**src/rtl/addsub_pkg.sv**
```systemverilog
// rtl/addsub_pkg.sv - shared types and constants for the arbitrated add/sub controller
package addsub_pkg;

    typedef enum logic [1:0] {
        IDLE = 2'd0,
        EXEC = 2'd1,
        DONE = 2'd2
    } state_t;

    localparam logic OP_ADD = 1'b1;
    localparam logic OP_SUB = 1'b0;

endpackage

```
**src/rtl/addsub_unit.sv**
```systemverilog
// rtl/addsub_unit.sv - combinational unsigned add/subtract with carry/borrow out
module addsub_unit
    import addsub_pkg::*;
#(
    parameter int WIDTH = 4
) (
    input  logic             op,
    input  logic [WIDTH-1:0] a,
    input  logic [WIDTH-1:0] b,
    output logic [WIDTH-1:0] data,
    output logic             cout
);

    logic [WIDTH:0] full;

    // The extra top bit is carry for add and borrow (a < b) for subtract.
    always_comb begin
        full = '0;
        if (op == OP_ADD) begin
            full = {1'b0, a} + {1'b0, b};
        end else begin
            full = {1'b0, a} - {1'b0, b};
        end
    end

    assign data = full[WIDTH-1:0];
    assign cout = full[WIDTH];

endmodule

```
**src/rtl/addsub_arbiter.sv**
```systemverilog
// rtl/addsub_arbiter.sv - round-robin arbiter sharing one add/sub unit between two requesters
module addsub_arbiter
    import addsub_pkg::*;
#(
    parameter int WIDTH = 4
) (
    input  logic             clk,
    input  logic             rst,
    input  logic             req0_valid,
    input  logic             req0_op,
    input  logic [WIDTH-1:0] req0_a,
    input  logic [WIDTH-1:0] req0_b,
    output logic             req0_ready,
    input  logic             req1_valid,
    input  logic             req1_op,
    input  logic [WIDTH-1:0] req1_a,
    input  logic [WIDTH-1:0] req1_b,
    output logic             req1_ready,
    output logic             res_valid,
    input  logic             res_ready,
    output logic             res_id,
    output logic             res_op,
    output logic [WIDTH-1:0] res_data,
    output logic             res_cout
);

    state_t           state;
    state_t           next_state;
    logic             last_id;
    logic             grant0;
    logic             grant1;
    logic             op_q;
    logic             id_q;
    logic [WIDTH-1:0] a_q;
    logic [WIDTH-1:0] b_q;
    logic [WIDTH-1:0] unit_data;
    logic             unit_cout;

    // Requester 0 wins contention unless it was the most recent winner.
    always_comb begin
        next_state = state;
        grant0     = 1'b0;
        grant1     = 1'b0;
        case (state)
            IDLE: begin
                grant0 = req0_valid && (!req1_valid || last_id);
                grant1 = req1_valid && !grant0;
                if (grant0 || grant1) begin
                    next_state = EXEC;
                end
            end
            EXEC: next_state = DONE;
            DONE: begin
                if (res_ready) begin
                    next_state = IDLE;
                end
            end
            default: next_state = IDLE;
        endcase
        if (rst) begin
            grant0 = 1'b0;
            grant1 = 1'b0;
        end
    end

    assign req0_ready = grant0;
    assign req1_ready = grant1;

    always_ff @(posedge clk) begin
        if (rst) begin
            state <= IDLE;
        end else begin
            state <= next_state;
        end
    end

    addsub_unit #(.WIDTH(WIDTH)) u_unit (
        .op   (op_q),
        .a    (a_q),
        .b    (b_q),
        .data (unit_data),
        .cout (unit_cout)
    );

    always_ff @(posedge clk) begin
        if (rst) begin
            last_id   <= 1'b1;
            op_q      <= 1'b0;
            id_q      <= 1'b0;
            a_q       <= '0;
            b_q       <= '0;
            res_valid <= 1'b0;
            res_id    <= 1'b0;
            res_op    <= 1'b0;
            res_data  <= '0;
            res_cout  <= 1'b0;
        end else begin
            case (state)
                IDLE: begin
                    if (grant0 || grant1) begin
                        id_q    <= grant1;
                        last_id <= grant1;
                        op_q    <= grant1 ? req1_op : req0_op;
                        a_q     <= grant1 ? req1_a  : req0_a;
                        b_q     <= grant1 ? req1_b  : req0_b;
                    end
                end
                EXEC: begin
                    res_valid <= 1'b1;
                    res_id    <= id_q;
                    res_op    <= op_q;
                    res_data  <= unit_data;
                    res_cout  <= unit_cout;
                end
                DONE: begin
                    if (res_ready) begin
                        res_valid <= 1'b0;
                    end
                end
                default: ;
            endcase
        end
    end

endmodule

```
**config.mk**
```make
export PLATFORM = sky130hd
export DESIGN_NAME = addsub_arbiter
export DESIGN_NICKNAME = d
export VERILOG_FILES = /design/src/rtl/addsub_pkg.sv /design/src/rtl/addsub_unit.sv /design/src/rtl/addsub_arbiter.sv
export SDC_FILE = /design/constraint.sdc
export NUM_CORES = 1
export LEC_CHECK = 0
export ABC_AREA = 1
export CAP_MARGIN = 20
export CORE_MARGIN = 2
export CORE_UTILIZATION = 40
export CTS_CLUSTER_DIAMETER = 120
export DETAILED_ROUTE_END_ITERATION = 10
export PLACE_DENSITY_LB_ADDON = 0.12
export SLEW_MARGIN = 30
export SYNTH_ARGS = -nofsm -noshare
export SYNTH_HDL_FRONTEND = slang
export SYNTH_SLANG_ARGS = --single-unit
```
**constraint.sdc**
```tcl
create_clock -name clk -period 2.2 [get_ports clk]
set_clock_uncertainty 0.15 [all_clocks]
set_input_delay 0.33 -clock clk [delete_from_list [all_inputs] [get_ports clk]]
set_output_delay 0.33 -clock clk [all_outputs]
set_load 0.1 [all_outputs]
```
======== After elaboration in Yosys (flattened, before gate mapping) ========
Cells that the tools add are included.
word-level totals
  register bits ........................... 21
  input bits .............................. 23
cells by class
  add/sub/neg operators ................... 2
  equality and inequality tests ........... 4
  multiplexer cells ....................... 13
  reductions and logical operators ........ 12
operators with widths
  cell                                                 count
  2-to-1 mux 4 bit                                     2
  2-to-1 mux 1 bit                                     6
  one-hot mux 2 bit (3 select lines)                   1
  AND reduction 2 bit                                  3
  adder 4 x 4 -> 5 bit                                 1
  2-to-1 mux 5 bit                                     1
  subtractor 4 x 4 -> 5 bit                            1
  2-to-1 mux 2 bit                                     2
  inequality test 2 bit, second input constant         2
  logical OR 1 bit                                     3
  equality test 2 x 1 -> 1 bit, second input constant  1
  equality test 2 bit, second input constant           1
  logical AND 1 bit                                    2
  logical NOT 1 bit                                    2
  logical NOT 2 bit                                    1
  one-hot mux 1 bit (2 select lines)                   1
  nonzero test 2 bit                                   1

======== Longest topological paths before layout ========
Gate-level depths: netlist of run 1.
  depth after elaboration ................. 9
  mapped depth ............................ 13
  gate-level depth less buffers ........... 13

======== By module ========
A second synthesis of run 1 with hierarchy kept.
second synthesis, totals
  cell total of the unflattened synthesis .. 176
  area, all modules ....................... 1,209.9 um2
modules (own cells, without submodules)
  module          instances  cells an instance  area an instance (um2)  seq. area each (um2)
  addsub_arbiter  1          131                959.7                   420.4
  addsub_unit     1          45                 250.2                   0.0

======== Worst setup path after synthesis of run 1 ========
OpenSTA, ideal clock, no wires.
  kind .................................... input-to-reg
  start ................................... in rst
  end ..................................... reg last_id
  library setup time ...................... 0.113 ns
  data arrival time ....................... 2.289 ns
  path slack .............................. -0.353 ns
  cell stages on the path ................. 7
  path buffers ............................ 1
  path through ............................ buf_6 inv_4 nand3_2 nor2_1 o21ai_0 nor2_1 inv_1
between the ends
  longest elaborated chain between the ends .. 3
  elaborated cells between the ends (all ways) .. 4
  classes of those cells .................. 2 x mux; 2 x reduce/logical
ends and longest elaborated chain
  item                           RTL line               text
  from (decl)                    addsub_arbiter.sv:8    input logic rst,
  2-to-1 mux 1 bit               addsub_arbiter.sv:60   if (rst) begin
  via req0_ready                 addsub_arbiter.sv:13   output logic req0_ready,
  logical OR 1 bit               addsub_arbiter.sv:100  if (grant0 || grant1) begin
  AND reduction 2 bit (no line)  --
  to (signal assigned)           addsub_arbiter.sv:102  last_id <= grant1;
  to (decl)                      addsub_arbiter.sv:29   logic last_id;
The timed path passes the listed nets, and every way through them passes these cells.
A chain may end at the register's enable or synchronous reset.

======== Worst setup path in the final report of run 1 ========
  start ................................... reg b_q[0]
  end ..................................... reg res_cout
between the ends
  longest elaborated chain between the ends .. 2
  elaborated cells between the ends (all ways) .. 3
  classes of those cells .................. 2 x add/sub; 1 x mux
ends and longest elaborated chain
  item                                                                      RTL line                              text
  from (decl)                                                               addsub_arbiter.sv:35                  logic [WIDTH-1:0] b_q;
  from (signal assigned)                                                    addsub_arbiter.sv:105                 b_q <= grant1 ? req1_b : req0_b;
  subtractor 4 x 4 -> 5 bit / adder 4 x 4 -> 5 bit (equally long branches)  addsub_unit.sv:22, addsub_unit.sv:20
  2-to-1 mux 5 bit *                                                        addsub_unit.sv:19                     if (op == OP_ADD) begin
  to (signal assigned)                                                      addsub_arbiter.sv:113                 res_cout <= unit_cout;
  to (decl)                                                                 addsub_arbiter.sv:24                  output logic res_cout
Mark *: on every way between the ends. The rest lies on a longest branch, timed or not.

==> flow_summary.ini, run 1 <==
[cts]
clk_latency_ns = 0.30
post_cts_resized = 0
cts-root-buf = clkbuf_4
cts_setup_buffers = 0
clock_sinks = 21
cts_tree = yes
cts_max_level = 1
clockBufferDepth = 2
clk_pin_slew_ns = 0.12
numCtsBuffers = 3
cts_hold_buf = 0

[sta]
hold_viol = 0
setup_viol = 0
clock.fmax_mhz = 492.7
layout_setup_ws_ns = 0.1704
tightest_slew_ns = 0.3544
fin_setup_tns_ns = 0
fin_crit_ns = 2.030
rsz0062_at_grt = no
fin_crit_sh = 0.9226
slew_viol_final = 0
slew_headroom = 0.7629

[drt]
drtAntennaViolNets = 0
wl_per_cell_um = 9.812
vias = 1180
wirelength_um = 2502
dr.pass1.iters = 4
via_per_inst = 4.627
drc = 0
dr.first_iter.drc_count = 20

[floorplan]
ios = 33
fp.dieH_um = 59.71
rows = 20
coreArea_mm2 = 0.003003
die_w_um = 59.71
dieArea_mm2 = 0.003565
start_util = 0.4133

[grt]
grt_start_max_net_pins = 15
track_usage = 0.1601
grt_first_pass_wirelength_um = 4491
grt_pass1_vias = 1086
antenna_found_initial = 0
grt_overflow = 0

[power_and_ir_drop]
peakVddDrop_mv = 0.2178
power.density_mw_per_mm2 = 671.4
leakage_uw = 0.0008668

[min_path]
hp-class = reg -> reg

[status]
outcome = complete, no violations

[synth]
yosysSeqAreaShare = 0.3387
synth_seq_cells = 21
syn_area_mm2 = 0.001241
synth_cell_types = 26
syn_avg_cell_area_um2 = 6.709
syn_nets = 214
syn_inst = 185
yosysWarnings = 0

[finish]
final_net_count = 252
num_antenna_cells = 0
final_common_cell = nand2_1
final.fill_count = 310
fin_cells = 255
layout-drive-gt1-share = 0.1441
layout_common_cells = nand2_1, inv_1, clkdlybuf4s50_1
area_growth_pct = 31.85

[critical_path]
crit_path_max_fanout = 3
critPathSlowestCell = fa_1
startpoint_type = register
critPathKind = reg -> reg
critPathCaptureType = register
cp_slowest_stage_delay_ns = 0.46
worst_ep_required_time_ns = 2.27
worst-endpoint-arrival_ns = 2.10
crit_chain = inv_1 > ha_1 > nand2_1 > o21ai_0 > fa_1 > nand3_1 > nand3_1 > nand2_1 > nand3_1 > nand2_1 > inv_1
critPathTopFamily = adder cells
cp_num_buf_inv = 2

[place]
pre_cts_ws_ns = 0.1766
numPortBuffers = 32
place_hpwl_um = 2074
post-place-cells = 251
gp_congestion = 0.7772

[job]
drv_cap = 0
## cells by family (layout without fill, tap and decap cells)
group,Yosys count,after routing,share of synthesized area
compound gates,31,31,0.1532
fa+ha+maj,6,6,0.06653
xor+xnor,2,2,0.01412
simple gates,84,84,0.2893
buf+inv,41,78,0.1381
flops,21,21,0.3387
## worst paths after layout
check | start | to | slack, ns | cells past startpoint
setup reg to reg | b_q[0] | res_cout | 0.17 | 11
hold / removal | id_q | res_id | 0.32 | 2
setup / recovery | b_q[0] | res_cout | 0.17 | 11
hold reg to reg | id_q | res_id | 0.32 | 2
## synthesized netlist by cell type (all sizes together)
| cell type | instances | share of area |
|---|---|---|
| a21boi | 2 | 0.012 |
| a21oi | 18 | 0.091 |
| a311oi | 1 | 0.0071 |
| a31oi | 1 | 0.0050 |
| buf | 2 | 0.018 |
| clkbuf | 1 | 0.0030 |
| dfxtp | 21 | 0.34 |
| fa | 1 | 0.016 |
| ha | 5 | 0.050 |
| inv | 38 | 0.12 |
| nand2 | 57 | 0.19 |
| nand3 | 8 | 0.036 |
| nand3b | 1 | 0.0061 |
| nor2 | 18 | 0.060 |
| o21ai | 8 | 0.032 |
| o31ai | 1 | 0.0061 |
| xnor2 | 1 | 0.0071 |
| xor2 | 1 | 0.0071 |
## through the flow
step / instance area, um^2 / hold slack (ns) / util / power (uW)
floorplan: 1244 / 0.2789 / - / 796.5
global placement: 1609 / 0.3004 / 0.5358 / 915.1
detailed placement: 1609 / 0.3084 / 0.5358 / 922.3
CTS: 1637 / 0.3294 / 0.5450 / 1114
global route: 1637 / 0.3599 / 0.5450 / 1179
finish: 1637 / 0.3222 / 0.5450 / 1099
## report_power, final
group          switching [uW]  internal, uW  total, uW
clock network             121          67.9        189
logic                     309           159        468
registers                22.4           420        442
## cell type report
| cell class | count | area (um^2) | share of cell area |
|---|---|---|---|
| multi-input combinational | 123 | 651.9 | 0.3983 |
| sequential | 21 | 420.4 | 0.2569 |
| timing repair buffer | 36 | 350.3 | 0.2141 |
| inverter | 38 | 145.1 | 0.08868 |
| tap | 33 | 41.29 | 0.02523 |
| clock buffer | 3 | 22.52 | 0.01376 |
| clock inverter | 1 | 5.005 | 0.003058 |
## routing by layer
metal	vias to the layer above	routed length (um)	track usage
li1	641	-	-
met1	511	1219	0.2141
met2	23	1168	0.2686
met3	5	74	0.01948
met4	0	38	0.04762
met5	-	0	0
## state kept, by name (all words and copies together) (netlist names)
| register | cells |
|---|---|
| last_id | 1 |
| res_data | 4 |
| res_id | 1 |
| id_q | 1 |
| a_q | 4 |
| op_q | 1 |
| res_cout | 1 |
| state | 2 |
| b_q | 4 |
| res_op | 1 |
| res_valid | 1 |
## worst register-to-register path: stages (launching register included)
cell	delay (ns)
dfxtp_1	0.35
inv_1	0.07
ha_1	0.29
nand2_1	0.06
o21ai_0	0.14
fa_1	0.46
nand3_1	0.10
nand3_1	0.08
nand2_1	0.07
nand3_1	0.07
nand2_1	0.07
inv_1	0.03
No activity file was read; power rests on OpenSTA's default activity.
==> inputs of run 2 (changes only) <==
--- a/config.mk
+++ b/config.mk
@@ -11,7 +11,8 @@
 export CORE_UTILIZATION = 40
 export CTS_CLUSTER_DIAMETER = 120
 export DETAILED_ROUTE_END_ITERATION = 10
-export PLACE_DENSITY_LB_ADDON = 0.12
+export PLACE_DENSITY = 0.64
+export REMOVE_ABC_BUFFERS = 1
 export SLEW_MARGIN = 30
 export SYNTH_ARGS = -nofsm -noshare
 export SYNTH_HDL_FRONTEND = slang
==> run 2 against run 1 <==
Compared with the run above: clock power about the same; non-clock buffer count rose by 2; first-iteration DRC count rose to 3.8 times the previous value; sequential share of layout area fell by 0.31 points; setup slack gained 0.0047 ns; power grew 0.43%; critical endpoint is now req0_ready; core utilization grew 0.67 points; critical path type is now in -> out; design area rose by 1.2%; die area did not move; worst hold slack worse by 0.0045 ns; sequential cell count did not move.
==> flow_summary.ini, run 2 (same netlist as run 1, synthesis figures left out) <==
[finish]
num_antenna_cells = 0
layout_common_cells = nand2_1, inv_1, clkdlybuf4s50_1
final.fill_count = 299
multi_input_area_um2 = 658.1
area_growth_pct = 33.47
final_common_cell = nand2_1
top_regs = a_q: 4 flops, b_q: 4 flops, res_data: 4 flops
final_net_count = 254
seq_area_um2 = 420.4
layout-drive-gt1-share = 0.1563

[critical_path]
crit_cells = 5
crit_chain = clkdlybuf4s50_1 > inv_4 > nand3_2 > nor2_1 > buf_12
crit_path_max_fanout = 3
cp_slowest_stage_delay_ns = 0.51
critPathSlowestCell = clkdlybuf4s50_1
critPathTopFamily = buffers and inverters
reg2reg_from = b_q[0]
cp_num_buf_inv = 3
reg2regPathDepth = 11
worst_ep_required_time_ns = 1.72
critPathKind = in -> out
reg2reg_slack_ns = 0.24
cp-startpoint = rst
r2r-end = res_cout
critPathCaptureType = output pin
worst-endpoint-arrival_ns = 1.54
startpoint_type = input port

[min_path]
hold_depth = 2
hp-start = id_q
min_to = res_id
hp-class = reg -> reg

[sta]
slew_viol_final = 0
clock.fmax_mhz = 493.8
rsz0062_at_grt = no
fin_crit_sh = 0.9204
layout_setup_ws_ns = 0.1751
whs_ns = 0.3177
slew_headroom = 0.7623
hold_viol = 0
setup_viol = 0
fin_crit_ns = 2.025
tightest_slew_ns = 0.3528

[power_and_ir_drop]
peakVddDrop_mv = 0.1971
power.density_mw_per_mm2 = 666.2
leakage_uw = 0.0008736

[grt]
grt_start_max_net_pins = 15
grt_first_pass_wirelength_um = 4181
grt_pass1_vias = 986
antenna_found_initial = 0
grt_overflow = 0
track_usage = 0.1543

[floorplan]
rows = 20
dieArea_mm2 = 0.003565
start_util = 0.4133
ios = 33
coreArea_mm2 = 0.003003
fp.dieH_um = 59.71
die_w_um = 59.71

[drt]
wl_per_cell_um = 9.323
met3_length_um = 73
wirelength_um = 2396
dr.first_iter.drc_count = 75
route.met2.wl_um = 1054
drtAntennaViolNets = 0
vias = 1152
wl_met1_um = 1206
routed.top_layer = met4
via_per_inst = 4.482
drc = 0
dr.pass1.iters = 4

[place]
pre_cts_ws_ns = 0.1715
place_hpwl_um = 1892
gp_congestion = 0.8584
numPortBuffers = 32

[cts]
numCtsBuffers = 3
clockBufferDepth = 2
cts_max_level = 1
cts-root-buf = clkbuf_4
clk_latency_ns = 0.31
cts_tree = yes
clk_pin_slew_ns = 0.11
cts_setup_buffers = 0
clock_sinks = 21

[job]
drv_cap = 0

[status]
outcome = complete, no violations
## run 2: cell count changes in the layout (fill, tap and decap cells not counted), sizes merged
cell and change:
buf +2, clkbuf +1, clkinv -1
## run 2: worst max-delay path by stage
stage / endpoint / slack (ns)
CTS: res_cout / 0.16
floorplan: last_id / -0.27
global placement: req0_ready / 0.21
finish: req0_ready / 0.18
global route: res_cout / 0.04
detailed placement: req0_ready / 0.17
## run 2: what timing repair did
item | in CTS | in global routing
setup endpoints to repair | 0 | 2
resized for setup | 0 | 3
hold buffers | 0 | 0
## run 2: per-layer routing
layer	vias to the layer above	global-route usage
met5	-	0
met4	0	0.08571
met3	5	0.01299
met2	21	0.2376
met1	481	0.2121
li1	645	-
## run 2: area by class of cell
| class | instances | area share |
|---|---|---|
| clock buffer | 4 | 0.01586 |
| inverter | 38 | 0.08761 |
| multi-input combinational | 123 | 0.3973 |
| sequential | 21 | 0.2538 |
| tap | 33 | 0.02492 |
| timing repair buffer | 38 | 0.2205 |
## run 2: per-stage QoR
| stage | total power [uW] | setup TNS [ns] | instance area, um^2 | cells | util |
|---|---|---|---|---|---|
| after global routing | 1182 | 0 | 1657 | 257 | 0.5517 |
| after CTS | 1112 | 0 | 1648 | 257 | 0.5488 |
| final | 1104 | 0 | 1657 | 257 | 0.5517 |
| after global placement | 916.5 | 0 | 1622 | 253 | 0.5400 |
| after floorplan | 786.9 | -0.4887 | 1215 | 182 | - |
| after detailed placement | 919.4 | 0 | 1622 | 253 | 0.5400 |
## run 2: report_power, final
group | internal [uW] | switching [uW]
clock | 70.9 | 118
combinational | 165 | 307
sequential | 420 | 22.9
## run 2: worst register-to-register path, stage by stage (launching register included)
cell and delay [ns]:
dfxtp_1 0.35, inv_1 0.07, ha_1 0.29, nand2_1 0.06
o21ai_0 0.14, fa_2 0.41, nand3_1 0.09, nand3_1 0.08
nand2_1 0.07, nand3_1 0.07, nand2_1 0.06, inv_1 0.03
==> inputs of run 3 (changes only) <==
--- a/config.mk
+++ b/config.mk
@@ -6,7 +6,7 @@
 export NUM_CORES = 1
 export LEC_CHECK = 0
 export ABC_AREA = 1
-export CAP_MARGIN = 20
+export CAP_MARGIN = 5
 export CORE_MARGIN = 2
 export CORE_UTILIZATION = 40
 export CTS_CLUSTER_DIAMETER = 120
==> results of run 3 <==
Final layout, timing and power as in run 2 (identical DEF).
==> patch, RTL diff (flow settings as in run 1) <==
Re-encode `state_t` (3 states) as one-hot, 3 bits wide.
--- a/src/rtl/addsub_pkg.sv
+++ b/src/rtl/addsub_pkg.sv
@@ -2,8 +2,8 @@
 package addsub_pkg;
 
-    typedef enum logic [1:0] {
-        IDLE = 2'd0,
-        EXEC = 2'd1,
-        DONE = 2'd2
+    typedef enum logic [2:0] {
+        IDLE = 3'b001,
+        EXEC = 3'b010,
+        DONE = 3'b100
     } state_t;
 
Check against the original RTL: no difference found for any inputs over 10 cycles, from zero or initial values and one cycle with rst high; not proved beyond that.
==> patch against run 1 <==
Sequential cell count increased by 1. Largest power group unchanged. Sequential power increased by 11%. Cell area is 3.7% higher. Power up 30%. Wire length up 4.8%. Setup slack worse by 0.0067 ns. Clock power rose by 67%. Area after synthesis increased by 1.0%.
==> patch: results (changes against run 1) <==
<table>
<tr><th>Metric</th><th>Value</th></tr>
<tr><th colspan="2">Status</th></tr>
<tr><td>Result of the run</td><td>finished clean</td></tr>
<tr><th colspan="2">Final layout</th></tr>
<tr><td>Count of fill cells added during filler insertion</td><td>307 (-0.97%)</td></tr>
<tr><td>Fraction of final layout cells with drive strength greater than 1</td><td>15.5% (+1.1 points)</td></tr>
<tr><td>Number of nets in the final layout</td><td>243 (-3.6%)</td></tr>
<tr><th colspan="2">Critical path</th></tr>
<tr><td>CP top delay family</td><td>buffers and inverters</td></tr>
<tr><td>Critical Path AT</td><td>1.56 ns (-0.54 ns)</td></tr>
<tr><td>Maximum fanout count along the critical path</td><td>6 (+3)</td></tr>
<tr><td>Flop-to-flop setup slack</td><td>0.20 ns (+0.03 ns)</td></tr>
<tr><td>Slowest stage cell on the critical path</td><td>clkdlybuf4s50_1</td></tr>
<tr><th colspan="2">Drt</th></tr>
<tr><td>Vias per Instance</td><td>4.74 (+2.3%)</td></tr>
<tr><td>Count of routing violations after the opening detailed-route iteration</td><td>25 (+25%)</td></tr>
<tr><td>Mean routed wirelength per cell</td><td>10.2 microns (+4.0%)</td></tr>
<tr><td>Number of vias in the routed layout</td><td>1,217 (+3.1%)</td></tr>
<tr><th colspan="2">Place</th></tr>
<tr><td>Worst slack at placement</td><td>0.173 ns (-0.00352 ns)</td></tr>
<tr><td>Cell count after placement</td><td>250 (-0.40%)</td></tr>
<tr><td>Cell area reported after detailed placement</td><td>1620 sq um (+0.70%)</td></tr>
<tr><td>Post-detailed-placement half-perimeter wirelength</td><td>2050 microns (-1.1%)</td></tr>
<tr><td>Placer Congestion</td><td>0.788 (+1.4%)</td></tr>
<tr><th colspan="2">Clock network</th></tr>
<tr><td>Clock slew seen by the registers of the worst setup and hold paths</td><td>0.14 ns (+0.02 ns)</td></tr>
<tr><td>Skew-Pair Late Insertion Delay</td><td>0.32 ns (+0.02 ns)</td></tr>
<tr><th colspan="2">Global route</th></tr>
<tr><td>Via count of the first global-routing pass</td><td>1,041 (-4.1%)</td></tr>
<tr><td>Wire length of the first global-routing pass</td><td>4420 microns (-1.5%)</td></tr>
<tr><th colspan="2">Yosys</th></tr>
<tr><td>Synth Net Count</td><td>204 (-4.7%)</td></tr>
<tr><td>Top area cells in the synthesized netlist</td><td>dfxtp_1, inv_1, nand2_1</td></tr>
<tr><td>Portion of the post-synthesis area used by sequential elements</td><td>35.1% (+1.3 points)</td></tr>
<tr><td>Top cell types by occurrence after synthesis</td><td>inv_1, nand2_1, dfxtp_1, nand3_1, nor2_1</td></tr>
<tr><th colspan="2">STA</th></tr>
<tr><td>Fin Hold WS</td><td>0.326 ns (+0.00412 ns)</td></tr>
<tr><td>Worst-margin pin slew</td><td>0.364 ns (+0.00919 ns)</td></tr>
<tr><th colspan="2">Power and ir drop</th></tr>
<tr><td>Standby leakage power</td><td>0.834 nW (-3.8%)</td></tr>
</table>
patch: layout make-up:
cell class / instances / area, sq um / area share [%]
Timing Repair Buffer: 39 / 373 / 22.0
Multi-Input combinational cell: 117 / 661 / 38.9
Sequential cell: 22 / 440 / 25.9
Inverter: 31 / 116 / 6.85
Tap cell: 44 / 55.1 / 3.24
Clock inverter: 1 / 30.0 / 1.77
Clock buffer: 3 / 22.5 / 1.33
patch: worst register-to-register path, delay by kind of cell, from the launching register on:
kind,cells,cell delay [ns]
adders and majority gates,2,0.72
and+or+nand+nor,7,0.51
DFF,1,0.35
AOI/OAI and AO/OA,1,0.15
buffers and inverters,2,0.11
patch: cell families (layout without fill, tap and decap cells):
logic type | Yosys count | count (layout) | share of synthesized area (%)
compound gates | 27 | 27 | 11.3
xor+xnor | 2 | 2 | 1.40
fa+ha+maj | 6 | 6 | 6.59
buf+inv | 36 | 74 | 12.4
flops | 22 | 22 | 35.1
simple gates | 82 | 82 | 33.2
patch: path summary, 6_finish.rpt:
kind / startpoint / to / depth (start not counted)
worst min-delay path: res_valid / res_valid / 2
worst max-delay path: req1_valid / req0_ready / 7
worst max register to register: b_q[0] / res_cout / 12
worst min register to register: res_valid / res_valid / 2
patch: layer usage:
layer / GRT usage (%) / vias up / share of wire [%]
li1: - / 647 / -
met1: 20.7 / 530 / 47
met2: 26.6 / 35 / 46
met3: 1.73 / 5 / 4.9
met4: 9.52 / 0 / 2.6
met5: 0 / - / 0
patch: repair_timing:
| item | CTS | global route |
|---|---|---|
| endpoints found under the setup margin | 0 | 2 |
| resized for setup | 0 | 1 |
| setup buffers | 0 | 3 |
patch: power by group:
group | total [mW] | internal, mW | switching, mW | leakage, nW
sequential | 0.492 | 0.456 | 0.0359 | 0.181
combinational | 0.617 | 0.232 | 0.385 | 0.625
clock | 0.316 | 0.184 | 0.131 | 0.0279
